==> src/rtl/wb_except_commit.sv <==
// Write-back stage and exception commit point: retires the MEM bundle, folds in a registered interrupt,
// and raises the pipeline-wide flush with its redirect PC. Always accepts; squashes FLUSH_GAP cycles after a flush.
module wb_except_commit #(
  parameter logic [31:0] EX_ENTRY  = 32'hbfc00380,
  parameter int          FLUSH_GAP = 1
) (
  input  logic        clk,
  input  logic        rst,
  input  logic        ms_to_ws_valid,
  output logic        ws_allowin,
  input  logic [31:0] ms_pc,
  input  logic        ms_bd,
  input  logic        ms_ex,
  input  logic [4:0]  ms_excode,
  input  logic [31:0] ms_badvaddr,
  input  logic        ms_op_mtc0,
  input  logic        ms_op_mfc0,
  input  logic        ms_op_eret,
  input  logic [4:0]  ms_c0_rd,
  input  logic [2:0]  ms_c0_sel,
  input  logic        ms_gr_we,
  input  logic [4:0]  ms_dest,
  input  logic [31:0] ms_result,
  input  logic        c0_status_ie,
  input  logic        c0_status_exl,
  input  logic [7:0]  c0_status_im,
  input  logic [7:0]  c0_cause_ip,
  input  logic [31:0] c0_epc,
  input  logic [31:0] c0_rdata,
  output logic        wb_valid,
  output logic        op_mtc0,
  output logic        op_mfc0,
  output logic        op_eret,
  output logic        wb_ex,
  output logic        wb_bd,
  output logic [4:0]  wb_excode,
  output logic [4:0]  wb_rd,
  output logic [2:0]  wb_sel,
  output logic [31:0] wb_pc,
  output logic [31:0] wb_badvaddr,
  output logic [31:0] c0_wdata,
  output logic        rf_we,
  output logic [4:0]  rf_waddr,
  output logic [31:0] rf_wdata,
  output logic        ws_flush,
  output logic [31:0] ws_flush_pc,
  output logic [31:0] debug_wb_pc,
  output logic [3:0]  debug_wb_rf_wen,
  output logic [4:0]  debug_wb_rf_wnum,
  output logic [31:0] debug_wb_rf_wdata
);

  typedef enum logic {RUN, SQUASH} state_t;

  typedef struct packed {
    logic [31:0] pc;
    logic        bd;
    logic        ex;
    logic [4:0]  excode;
    logic [31:0] badvaddr;
    logic        op_mtc0;
    logic        op_mfc0;
    logic        op_eret;
    logic [4:0]  c0_rd;
    logic [2:0]  c0_sel;
    logic        gr_we;
    logic [4:0]  dest;
    logic [31:0] result;
  } bundle_t;

  state_t     state, state_nxt;
  logic [1:0] gap_cnt, gap_cnt_nxt;
  logic       ws_valid;
  logic       int_req;
  bundle_t    bundle;
  logic       load;
  logic       ex;

  assign ws_allowin = 1'b1;
  // A bundle arriving while the flush is being raised belongs to the squashed path.
  assign load = ms_to_ws_valid && (state == RUN) && !ws_flush;

  always_ff @(posedge clk) begin
    if (rst) begin
      ws_valid <= 1'b0;
      int_req  <= 1'b0;
      bundle   <= '0;
    end else begin
      ws_valid <= load;
      int_req  <= c0_status_ie & ~c0_status_exl & (|(c0_status_im & c0_cause_ip));
      if (load) begin
        bundle <= '{pc: ms_pc, bd: ms_bd, ex: ms_ex, excode: ms_excode, badvaddr: ms_badvaddr,
                    op_mtc0: ms_op_mtc0, op_mfc0: ms_op_mfc0, op_eret: ms_op_eret,
                    c0_rd: ms_c0_rd, c0_sel: ms_c0_sel, gr_we: ms_gr_we, dest: ms_dest,
                    result: ms_result};
      end
    end
  end

  always_ff @(posedge clk) begin
    if (rst) begin
      state   <= RUN;
      gap_cnt <= 2'd0;
    end else begin
      state   <= state_nxt;
      gap_cnt <= gap_cnt_nxt;
    end
  end

  always_comb begin
    state_nxt   = state;
    gap_cnt_nxt = gap_cnt;
    case (state)
      RUN: begin
        if (ws_flush) begin
          state_nxt   = SQUASH;
          gap_cnt_nxt = 2'(FLUSH_GAP - 1);
        end
      end
      SQUASH: begin
        if (gap_cnt == 2'd0) state_nxt = RUN;
        else                 gap_cnt_nxt = gap_cnt - 2'd1;
      end
      default: state_nxt = RUN;
    endcase
  end

  // Interrupt outranks any exception or ERET already carried by the bundle.
  assign ex          = ws_valid & (int_req | bundle.ex);
  assign wb_ex       = ex;
  assign wb_excode   = int_req ? 5'd0 : bundle.excode;
  assign wb_valid    = ws_valid;
  assign op_mtc0     = ws_valid & ~ex & bundle.op_mtc0;
  assign op_mfc0     = ws_valid & ~ex & bundle.op_mfc0;
  assign op_eret     = ws_valid & ~ex & bundle.op_eret;
  assign wb_pc       = bundle.pc;
  assign wb_bd       = bundle.bd;
  assign wb_badvaddr = bundle.badvaddr;
  assign wb_rd       = bundle.c0_rd;
  assign wb_sel      = bundle.c0_sel;
  assign c0_wdata    = bundle.result;

  assign rf_we    = ws_valid & ~ex & bundle.gr_we;
  assign rf_waddr = bundle.dest;
  assign rf_wdata = op_mfc0 ? c0_rdata : bundle.result;

  assign ws_flush    = ex | op_eret;
  assign ws_flush_pc = ex ? EX_ENTRY : c0_epc;

  assign debug_wb_pc       = wb_pc;
  assign debug_wb_rf_wen   = {4{rf_we}};
  assign debug_wb_rf_wnum  = rf_waddr;
  assign debug_wb_rf_wdata = rf_wdata;

endmodule

==> config.mk <==
export PLATFORM = sky130hd
export DESIGN_NAME = wb_except_commit
export DESIGN_NICKNAME = d
export VERILOG_FILES = /design/src/rtl/wb_except_commit.sv
export SDC_FILE = /design/constraint.sdc
export NUM_CORES = 1
export LEC_CHECK = 0
export CAP_MARGIN = 25
export CORE_AREA = 2 2 182 184
export CTS_CLUSTER_DIAMETER = 80
export CTS_CLUSTER_SIZE = 24
export DETAILED_ROUTE_END_ITERATION = 8
export DIE_AREA = 0 0 184 186
export SETUP_SLACK_MARGIN = 0.5
export SYNTH_ARGS = -nofsm -noshare
export SYNTH_HDL_FRONTEND = slang
export SYNTH_SLANG_ARGS = --single-unit
==> constraint.sdc <==
create_clock -name clk -period 1.9 [get_ports clk]
set_input_delay 0.19 -clock clk [delete_from_list [all_inputs] [get_ports clk]]
set_output_delay 0.19 -clock clk [all_outputs]
set_load 0.02 [all_outputs]
==> impl_metrics.json <==
{
  "rsz0062_at_grt": "true",
  "synthMuxAreaShare_pct": 6.04,
  "peakVddDrop_mv": 0.514,
  "ant_nets": 0,
  "yosysWarnings": 0,
  "n_antenna_cell": 0,
  "synthFlopType": "dfxtp_1",
  "p_total_mw": 9.30,
  "hpwl_um": 17100,
  "finalInstanceArea_mm2": 0.0128,
  "hold_path.class": "input port to register",
  "skew_ns": 0.00706,
  "rrSetupSlack_ns": -0.10,
  "finalSetupViolCount": 207,
  "cts-root-buf": "clkbuf_16",
  "synth_xor_xnor_area_share_pct": 0,
  "place_inst": 1241,
  "gp_congestion": 0.734,
  "die_area_mm2": 0.0342,
  "io_pins": 465,
  "clock.fmax_ghz": 0.485,
  "leakage_nw": 7.53,
  "overflow": 0,
  "crit_fanout": 6,
  "antenna_found_initial": 0,
  "worst-setup-path-type": "register to output pin",
  "placed_area_mm2": 0.00991,
  "grt_max_degree": 52,
  "syn_avg_cell_area_um2": 10.6,
  "synth_edf_count": 0,
  "synth_top_family_by_area": "buffers and inverters",
  "drt_iter0_markers": 155,
  "synthSimpleGateAreaFrac_pct": 5.64,
  "dr.pass1.iters": 4,
  "vias_per_cell": 4.04,
  "die_h_um": 186,
  "path_cells": "nor2_4, and3_4, buf_12, buf_8, mux2_4, buf_6",
  "path_clk_slew_ns": 0.06,
  "cp.arrival_ns": 1.87,
  "fillCellCount": 2995,
  "syn_inst": 563,
  "cp-start-kind": "register",
  "clk_latency_ns": 0.41,
  "max_stage_delay_ns": 0.35,
  "path_delay_family": "buffers and inverters",
  "cp-end-kind": "output pin",
  "synthArstFlopShare_pct": 0,
  "layout_setup_ws_ns": -0.161,
  "violations": "setup timing",
  "cts.htree.levels": 4,
  "grt_pass1_vias": 5379,
  "cp.required_ns": 1.71,
  "place.port_buffers": 463,
  "status": "finished, violations left",
  "start_util_pct": 18.5,
  "cts_buffers": 17,
  "cts_tree": "built",
  "avgRoutedWirePerCell_um": 20.6,
  "fp.dieW_um": 184,
  "synthAdderAreaFrac_pct": 0.210,
  "wl_um": 27900,
  "cap_violations": 0,
  "drc": 0,
  "critical_path_buf_inv_count": 3,
  "cp_slowest_cell": "dfxtp_4",
  "final_nets": 1140,
  "drive_gt1_share_pct": 35.3,
  "synth_compound_area_share_pct": 19.2,
  "slew_viol_final": 0,
  "clockBufferDepth": 2,
  "num_rows": 66,
  "final_cells": 1354,
  "min_period_ns": 2.06,
  "track_usage_pct": 13.2,
  "period_share_pct": 108,
  "grt_pass1_wl_um": 33500,
  "yosysSeqAreaShare_pct": 41.9,
  "syn_to_final_growth_pct": 114,
  "syn_area_mm2": 0.00597,
  "vias": 5474,
  "whs_ns": 0.363,
  "ys_types": 26,
  "cellPowerDensity_mw_per_mm2": 727,
  "finalHoldViolCount": 0,
  "synth.ff_latch_count": 125,
  "synth_nets": 769,
  "core_mm2": 0.0322,
  "cts.sinks": 125
}
## worst reg2reg max path: stages, from the launching register on
cell       delay [ns]
dfxtp_4          0.35
buf_6            0.12
buf_8            0.12
buf_12           0.11
o31ai_4          0.25
buf_4            0.16
buf_6            0.10
a21oi_4          0.09
clkbuf_16        0.20
clkbuf_16        0.17
a22o_1           0.22
## layout by cell type, fill, tap and decap left out, drive strengths merged, types with 2 or more instances in the layout
| cell type | count |
|---|---|
| a22o | 118 |
| and2 | 20 |
| nor2 | 4 |
| a32oi | 2 |
| or3 | 2 |
| clkbuf | 38 |
| dfxtp | 125 |
| bufinv | 4 |
| mux2 | 32 |
| inv | 6 |
| clkinv | 3 |
| clkdlybuf4s50 | 204 |
| buf | 197 |
| and3 | 5 |
| nand2b | 13 |
| o31ai | 3 |
| o21ai | 2 |
| dlymetal6s2s | 147 |
| nor2b | 7 |
| a22oi | 4 |
| clkinvlp | 4 |
## synthesized netlist by cell type (all sizes together), types with 2 or more instances
| cell type | count | area, um^2 |
|---|---|---|
| a22o | 118 | 1030 |
| and3 | 5 | 31.3 |
| nor2 | 4 | 15.0 |
| mux2 | 32 | 360 |
| buf | 203 | 1540 |
| nand2b | 13 | 81.3 |
| a32oi | 2 | 17.5 |
| a22oi | 4 | 30.0 |
| o31ai | 3 | 36.3 |
| clkbuf | 13 | 48.8 |
| o21ai | 2 | 10.0 |
| dfxtp | 125 | 2500 |
| or3 | 2 | 12.5 |
| and2 | 20 | 125 |
| nor2b | 7 | 43.8 |
| inv | 4 | 15.0 |
## through the flow
step	setup WS (ns)	setup TNS (ns)	utilization [%]
finish	-0.161	-16.25	39.7
global route	-0.231	-30.07	39.7
CTS	-0.303	-14.33	34.2
detailed placement	-0.127	-6.99	30.8
global placement	-0.164	-6.61	30.8
floorplan	0.314	0	-
## cells by family (layout without fill, tap and decap cells)
group / count (synthesis) / in the layout
buffers and inverters: 220 / 603
and+or+nand+nor: 54 / 54
other: 1 / 1
adders and majority gates: 1 / 1
DFF: 125 / 125
AOI/OAI and AO/OA: 130 / 130
muxes: 32 / 32
## state kept, by name, summed over array words and instances, names as in the netlist
register          cells
c0_wdata             32
debug_wb_pc          32
wb_badvaddr          32
bundle               10
debug_wb_rf_wnum      5
wb_rd                 5
wb_sel                3
gap_cnt               2
int_req               1
state                 1
wb_bd                 1
wb_valid              1
## path summary, 6_finish.rpt
check,from,end,cells past startpoint
setup / recovery,int_req,debug_wb_rf_wdata[12],6
hold / removal,ms_excode[3],bundle[84],2
setup reg to reg,int_req,wb_badvaddr[7],10
hold reg to reg,bundle[82],bundle[82],1
## power by group
part,internal (mW),total (mW),switching [mW],leakage [nW]
clock,2.24,3.58,1.34,0.295
combinational,1.61,2.79,1.17,6.20
sequential,2.81,2.94,0.132,1.03
## routing by layer
| metal | vias up | global-route usage (%) | wire length [um] |
|---|---|---|---|
| met1 | 2645 | 15.3 | 10900 |
| li1 | 2550 | - | - |
| met2 | 251 | 23.2 | 14800 |
| met4 | 0 | 3.97 | 390 |
| met5 | - | 0 | 0 |
| met3 | 28 | 4.28 | 1790 |
## layout make-up
type / count / area [um^2] / share of cell area (%)
Timing Repair Buffer: 568 / 6910 / 54.1
Tap cell: 408 / 510 / 3.99
Multi-Input combinational cell: 218 / 2210 / 17.3
Clock inverter: 13 / 190 / 1.49
Clock buffer: 18 / 439 / 3.44
Sequential cell: 125 / 2510 / 19.6
Inverter: 4 / 15.0 / 0.117
## repair_timing
item                                   4_1_cts  5_1_grt
hold buffers                                 0        0
buffers inserted                            22       21
gates resized for setup                    536      390
endpoints found under the hold margin        0        0
setup endpoints to repair                  383      383
gates cloned                                 8       31
pin swaps                                    8       68
No activity file was read; power rests on OpenSTA's default activity.
